### src/rtl/dmod_seg_mc_if.sv
// Result-word bus from the demodulator toward the post-processing FIFO.
// The FIFO side drives fifo_full back as backpressure.
interface dmod_seg_mc_if #(
    parameter int ACC_W = 32,
    parameter int CH_W  = 4
);
    logic [2*ACC_W-1:0] pstprc_iq_o;
    logic [CH_W-1:0]    pstprc_ch_o;
    logic               pstprc_fifo_wren;
    logic               fifo_full;

    modport master (
        output pstprc_iq_o,
        output pstprc_ch_o,
        output pstprc_fifo_wren,
        input  fifo_full
    );

    modport slave (
        input  pstprc_iq_o,
        input  pstprc_ch_o,
        input  pstprc_fifo_wren,
        output fifo_full
    );
endinterface

### src/rtl/dmod_seg_mc.sv
// Multi-channel segmented I/Q demodulator: per-channel sample windows
// are summed over one acquisition, then drained one word per cycle.
module dmod_seg_mc #(
    parameter int NUM_CH = 12,
    parameter int DATA_W = 12,
    parameter int WIN_W  = 15,
    parameter int ACC_W  = 32
) (
    input  logic                     clk,
    input  logic                     rst_n,
    input  logic                     posedge_sample_trig,
    input  logic [15:0]              cmd_smpl_depth,
    input  logic                     smpl_valid,
    input  logic signed [DATA_W-1:0] smpl_i,
    input  logic signed [DATA_W-1:0] smpl_q,
    input  logic [NUM_CH-1:0]        ch_en,
    input  logic [NUM_CH*WIN_W-1:0]  demo_win_start,
    input  logic [NUM_CH*WIN_W-1:0]  demo_win_len,
    dmod_seg_mc_if.master            res,
    output logic                     Pstprc_finish,
    output logic                     busy,
    output logic                     trig_miss
);

    localparam int CH_W  = (NUM_CH > 1) ? $clog2(NUM_CH) : 1;
    localparam int CMP_W = (WIN_W + 1 > 16) ? WIN_W + 1 : 16;

    typedef enum logic [1:0] {
        IDLE,
        ACQ,
        DRAIN,
        DONE
    } state_t;

    state_t                   state_q;
    logic [15:0]              depth_q;
    logic [15:0]              cnt_q;
    logic [NUM_CH-1:0]        en_q;
    logic [NUM_CH-1:0]        pend_q;
    logic [WIN_W-1:0]         start_q [NUM_CH];
    logic [WIN_W-1:0]         len_q   [NUM_CH];
    logic signed [ACC_W-1:0]  acc_i_q [NUM_CH];
    logic signed [ACC_W-1:0]  acc_q_q [NUM_CH];
    logic [2*ACC_W-1:0]       iq_q;
    logic [CH_W-1:0]          ch_q;
    logic                     wren_q;
    logic                     fin_q;
    logic                     miss_q;

    logic [15:0]              cnt_d;
    logic [CMP_W-1:0]         n_ext;
    logic [NUM_CH-1:0]        hit;
    logic [NUM_CH-1:0]        sel_oh;
    logic [NUM_CH-1:0]        pend_d;
    logic [CH_W-1:0]          sel_idx;
    logic signed [ACC_W-1:0]  si_x;
    logic signed [ACC_W-1:0]  sq_x;

    assign cnt_d = cnt_q + 16'd1;
    assign n_ext = CMP_W'(cnt_q);
    assign si_x  = {{(ACC_W-DATA_W){smpl_i[DATA_W-1]}}, smpl_i};
    assign sq_x  = {{(ACC_W-DATA_W){smpl_q[DATA_W-1]}}, smpl_q};

    // Window bounds are widened so start+len never wraps.
    always_comb begin
        hit = '0;
        for (int k = 0; k < NUM_CH; k++) begin
            hit[k] = en_q[k]
                && (n_ext >= CMP_W'(start_q[k]))
                && (n_ext <  CMP_W'(start_q[k]) + CMP_W'(len_q[k]));
        end
    end

    // Lowest pending channel is emitted next; disabled ones never appear.
    assign sel_oh = pend_q & (~pend_q + NUM_CH'(1));
    assign pend_d = pend_q & ~sel_oh;

    always_comb begin
        sel_idx = '0;
        for (int k = 0; k < NUM_CH; k++) begin
            if (sel_oh[k]) sel_idx = CH_W'(k);
        end
    end

    always_ff @(posedge clk) begin
        if (!rst_n) begin
            state_q <= IDLE;
            depth_q <= '0;
            cnt_q   <= '0;
            en_q    <= '0;
            pend_q  <= '0;
            iq_q    <= '0;
            ch_q    <= '0;
            wren_q  <= 1'b0;
            fin_q   <= 1'b0;
            miss_q  <= 1'b0;
            for (int k = 0; k < NUM_CH; k++) begin
                start_q[k] <= '0;
                len_q[k]   <= '0;
                acc_i_q[k] <= '0;
                acc_q_q[k] <= '0;
            end
        end else begin
            fin_q <= 1'b0;
            unique case (state_q)
                IDLE: begin
                    wren_q <= 1'b0;
                    if (posedge_sample_trig) begin
                        // A trigger landing on the finish pulse is a miss.
                        if (fin_q) begin
                            miss_q <= 1'b1;
                        end else begin
                            miss_q  <= 1'b0;
                            depth_q <= cmd_smpl_depth;
                            en_q    <= ch_en;
                            pend_q  <= ch_en;
                            cnt_q   <= '0;
                            for (int k = 0; k < NUM_CH; k++) begin
                                start_q[k] <= demo_win_start[k*WIN_W +: WIN_W];
                                len_q[k]   <= demo_win_len[k*WIN_W +: WIN_W];
                                acc_i_q[k] <= '0;
                                acc_q_q[k] <= '0;
                            end
                            state_q <= (cmd_smpl_depth == 16'd0) ? DRAIN : ACQ;
                        end
                    end
                end
                ACQ: begin
                    if (posedge_sample_trig) miss_q <= 1'b1;
                    if (smpl_valid) begin
                        for (int k = 0; k < NUM_CH; k++) begin
                            if (hit[k]) begin
                                acc_i_q[k] <= acc_i_q[k] + si_x;
                                acc_q_q[k] <= acc_q_q[k] + sq_x;
                            end
                        end
                        cnt_q <= cnt_d;
                        if (cnt_d == depth_q) state_q <= DRAIN;
                    end
                end
                DRAIN: begin
                    if (posedge_sample_trig) miss_q <= 1'b1;
                    if (pend_q == '0) begin
                        wren_q  <= 1'b0;
                        state_q <= DONE;
                    end else if (res.fifo_full) begin
                        wren_q <= 1'b0;
                    end else begin
                        wren_q <= 1'b1;
                        iq_q   <= {acc_i_q[sel_idx], acc_q_q[sel_idx]};
                        ch_q   <= sel_idx;
                        pend_q <= pend_d;
                        if (pend_d == '0) state_q <= DONE;
                    end
                end
                DONE: begin
                    if (posedge_sample_trig) miss_q <= 1'b1;
                    wren_q  <= 1'b0;
                    fin_q   <= 1'b1;
                    state_q <= IDLE;
                end
                default: state_q <= IDLE;
            endcase
        end
    end

    assign res.pstprc_iq_o      = iq_q;
    assign res.pstprc_ch_o      = ch_q;
    assign res.pstprc_fifo_wren = wren_q;
    assign Pstprc_finish        = fin_q;
    assign busy                 = (state_q != IDLE);
    assign trig_miss            = miss_q;

endmodule

### src/flat_wrapper.sv
// flat-port wrapper written by rule: the top's interface ports become plain ports
module dmod_seg_mc_flat 
#(
    parameter int NUM_CH = 12,
    parameter int DATA_W = 12,
    parameter int WIN_W  = 15,
    parameter int ACC_W  = 32
)
  (clk, rst_n, posedge_sample_trig, cmd_smpl_depth, smpl_valid, smpl_i, smpl_q, ch_en, demo_win_start, demo_win_len, Pstprc_finish, busy, trig_miss, res_pstprc_iq_o, res_pstprc_ch_o, res_pstprc_fifo_wren, res_fifo_full);
  dmod_seg_mc_if #(.ACC_W(ACC_W), .CH_W(4)) res_i ();
  input  logic clk;
  input  logic rst_n;
  input  logic posedge_sample_trig;
  input  logic [15:0] cmd_smpl_depth;
  input  logic smpl_valid;
  input  logic signed [DATA_W-1:0] smpl_i;
  input  logic signed [DATA_W-1:0] smpl_q;
  input  logic [NUM_CH-1:0] ch_en;
  input  logic [NUM_CH*WIN_W-1:0] demo_win_start;
  input  logic [NUM_CH*WIN_W-1:0] demo_win_len;
  output logic Pstprc_finish;
  output logic busy;
  output logic trig_miss;
  output wire logic [$bits(res_i.pstprc_iq_o)-1:0] res_pstprc_iq_o;
  output wire logic [$bits(res_i.pstprc_ch_o)-1:0] res_pstprc_ch_o;
  output wire logic [$bits(res_i.pstprc_fifo_wren)-1:0] res_pstprc_fifo_wren;
  input wire logic [$bits(res_i.fifo_full)-1:0] res_fifo_full;
  assign res_pstprc_iq_o = res_i.pstprc_iq_o;
  assign res_pstprc_ch_o = res_i.pstprc_ch_o;
  assign res_pstprc_fifo_wren = res_i.pstprc_fifo_wren;
  assign res_i.fifo_full = res_fifo_full;
  dmod_seg_mc #(.NUM_CH(NUM_CH), .DATA_W(DATA_W), .WIN_W(WIN_W), .ACC_W(ACC_W)) u_core (.clk(clk), .rst_n(rst_n), .posedge_sample_trig(posedge_sample_trig), .cmd_smpl_depth(cmd_smpl_depth), .smpl_valid(smpl_valid), .smpl_i(smpl_i), .smpl_q(smpl_q), .ch_en(ch_en), .demo_win_start(demo_win_start), .demo_win_len(demo_win_len), .res(res_i), .Pstprc_finish(Pstprc_finish), .busy(busy), .trig_miss(trig_miss));
endmodule
### config.mk
export PLATFORM = sky130hd
export DESIGN_NAME = dmod_seg_mc_flat
export DESIGN_NICKNAME = d
export VERILOG_FILES = /design/src/rtl/dmod_seg_mc_if.sv /design/src/rtl/dmod_seg_mc.sv /design/src/flat_wrapper.sv
export SDC_FILE = /design/constraint.sdc
export NUM_CORES = 2
export LEC_CHECK = 0
export CAP_MARGIN = 40
export CORE_ASPECT_RATIO = 0.5
export CORE_MARGIN = 1.5
export CORE_UTILIZATION = 40
export DETAILED_ROUTE_END_ITERATION = 8
export SYNTH_ARGS = -nofsm -noshare
export SYNTH_HDL_FRONTEND = slang
export SYNTH_SLANG_ARGS = --single-unit
export TNS_END_PERCENT = 30
### constraint.sdc
create_clock -name clk -period 9.1 [get_ports clk]
set_input_delay 0.91 -clock clk [delete_from_list [all_inputs] [get_ports clk]]
set_output_delay 0.91 -clock clk [all_outputs]
set_load 0.05 [all_outputs]
==> run summary <==
Top cells by area, synth: edfxtp_1 (34%), ha_1 (16%), a21oi_1 (4.5%), nor2_1 (4.1%), a21o_1 (3.7%)
Core Rows: 129
Measured slew at the worst slew-check pin: 1.10 ns
Root Buffer: clkbuf_16
Final Slew Violations: 0
Die area: 0.252 sq mm
H-tree Lvls: 4
Post-Syn Area: 0.0994 sq mm
RSZ-0062 raised after global routing: no
Hpwl dp: 227000 microns
Worst Skew: 0.0593 ns
Crit end category: flop
Initial Util: 40.2%
Clock buffer depth: 4
Worst Setup Slack, final: 2.96 ns
Starting DRT DRC Count: 6200
Library cells used by synthesis: 90
Worst EP required: 9.53 ns
Final Power: 27.2 mW
PortBufs: 488
Drt total wl: 308000 microns
Post-synthesis sequential area ratio: 36.7%
CP Class: flop to flop
DR WL/cell: 22.0 microns
Drt via density: 5.69
Pre-CTS WS: 3.09 ns
Cell taking the most area after synthesis: edfxtp_1
Area grow syn2layout: 14.6%
YS warnings: 0
Core outline area: 0.247 sq mm
Number of setup violations in the final report: 0
Fmax: 163 MHz
Hold WC Path Type: flop to flop
Clock slew at reported path FFs: 0.06 ns
Share of cells above drive strength 1: 5.55%
Detailed-route DRC error count: 0
FFs w/ async S/R, synth: 0%
WP data arrival: 6.57 ns
Power per Cell Area: 239 mW/mm^2
Drt pass-1 iters: 6
Routed Antenna Nets: 0
Mapped Nets: 11.8k
Worst vdd ir: 398 uV
Largest net degree at the start of global routing: 147
Setup tns final: 0 ns
Synth Instances: 10.0k
First-pass GRT wire length: 463000 microns
Synth Register Bits: 1257
Clk Latency, worst-skew pair: 0.84 ns
Status: finished clean
Crit start category: flop
Final Critical Period: 6.14 ns
Die Span Y: 355 microns
Fillers: 23.2k
Initial antenna violation count: 32
CTS Hold Bufs: 0
Cts repair resizes: 0
I/O pins: 489
Final period util: 67.5%
Final Net Count: 12.3k
Vias: 79.7k
Fin. Hold Viols: 0
Total grt overflow: 0
Vias in the first global route: 76.1k
CTS Buf Count: 148
Static Leak: 49.3 nW
GP Congestion: 0.923
Maximum Capacitance Violations: 0
CTS tree: done
Average size of a mapped cell: 9.89 sq um
Commonest register cell after synthesis: edfxtp_1
Gr usage total: 23.8%
Number of synthesized flops with an enable pin: 1128
R2r setup slk: 2.96 ns
Die Width: 708 microns
CTS Sinks: 1257
CP Max Fanout: 33
Post-CTS Setup Inserts: 0
Area share of the largest cell type after synthesis: 34.1%
Relative slew slack: 26.7%
## critical path: stages, from the launching register on
cell and delay (ns):
edfxtp_1 0.40, ha_1 0.24, fa_1 0.41, a21o_1 0.18, a21oi_1 0.23, o21bai_1 0.10, a21oi_1 0.23, o21bai_1 0.09
a21oi_1 0.21, o21ai_0 0.16, o41a_1 0.37, a21o_1 0.19, a21oi_1 0.16, xor2_1 0.17, ha_1 0.26, a21oi_1 0.19
nand4b_1 0.13, o21ai_1 0.72, nand2_2 0.16, nand2_4 0.49, buf_4 0.54
## layout by cell type (no fill, tap or decap), types with 396 or more instances in the layout
cell             instances
a21o_1                 486
a21oi_1                890
and2_1                 396
clkdlybuf4s50_1        485
edfxtp_1              1128
ha_1                  1290
inv_1                  427
nand2_1                421
nor2_1                1083
o21ai_0                495
xor2_1                 408
## stage by stage
step           hold slack, ns  area (sq um)  std cells  util [%]
3_5_place_dp            0.459        109000      13700      44.1
3_3_place_gp            0.452        108000      13700      43.9
5_1_grt                 0.502        114000      14000      46.1
6_report                0.475        114000      14000      46.1
2_1_floorplan           0.440         99400      10000         -
4_1_cts                 0.473        114000      14000      46.0
## layout make-up
class | instances | area, sq um | area share [%]
multi-input cells | 8100 | 60600 | 53.2
flip-flops and latches | 1257 | 36500 | 32.0
repair buffers | 606 | 6120 | 5.38
well taps | 3340 | 4180 | 3.67
clock buffers | 182 | 4020 | 3.53
inverters | 430 | 1620 | 1.42
clock inverters | 75 | 840 | 0.738
diodes | 8 | 20.0 | 0.0176
## state kept, by name, summed over array words and instances, names as in the netlist
| register | flops |
|---|---|
| u_core.Pstprc_finish | 1 |
| u_core.acc_i_q | 384 |
| u_core.acc_q_q | 384 |
| u_core.cnt_q | 16 |
| u_core.depth_q | 16 |
| u_core.en_q | 12 |
| u_core.len_q | 180 |
| u_core.pend_q | 12 |
| u_core.res.pstprc_ch_o | 4 |
| u_core.res.pstprc_fifo_wren | 1 |
| u_core.res.pstprc_iq_o | 64 |
| u_core.start_q | 180 |
| u_core.state_q | 2 |
| u_core.trig_miss | 1 |
## power breakdown
| part | switching, mW | internal, mW |
|---|---|---|
| Clock | 2.63 | 3.62 |
| Combinational | 7.52 | 5.18 |
| Sequential | 0.707 | 7.52 |
| Total | 10.9 | 16.3 |
## logic make-up after synthesis
group | count (synthesis) | synth area share, %
and+or+nand+nor | 2900 | 14.2
AOI/OAI and AO/OA | 2823 | 18.3
adders and majority gates | 1329 | 17.0
DFF | 1257 | 36.7
xor gates and xnor gates | 791 | 6.97
buffers and inverters | 688 | 2.62
muxes | 257 | 4.20
## synth_stat cells (139+ instances only)
cell type / count
o21a_1: 139
nor2_1: 1084
a21oi_1: 892
edfxtp_1: 1128
clkbuf_1: 210
ha_1: 1290
xor2_1: 408
nand2b_1: 145
inv_1: 428
and2_1: 397
a21o_1: 486
xnor2_1: 383
o21ai_0: 498
nor3_1: 204
nand2_1: 436
nor2b_1: 160
## metal layers
layer,share of wire [%],GRT usage [%],up-vias
li1,-,-,38500
met1,46,33.1,38400
met2,44,37.7,2312
met3,6.8,4.40,447
met4,2.8,6.71,22
met5,0.041,0,-
## worst paths after layout
check                                      startpoint                             endpoint  cells after the start
setup / recovery  u_core.start_q[0][75]$_SDFFCE_PN0P_  u_core.acc_q_q[5][23]$_SDFFCE_PN0P_                     20
hold / removal          u_core.trig_miss$_SDFFE_PN0P_        u_core.trig_miss$_SDFFE_PN0P_                      2
setup reg to reg  u_core.start_q[0][75]$_SDFFCE_PN0P_  u_core.acc_q_q[5][23]$_SDFFCE_PN0P_                     20
hold reg to reg         u_core.trig_miss$_SDFFE_PN0P_        u_core.trig_miss$_SDFFE_PN0P_                      2
(Power assumes the default switching activity.)
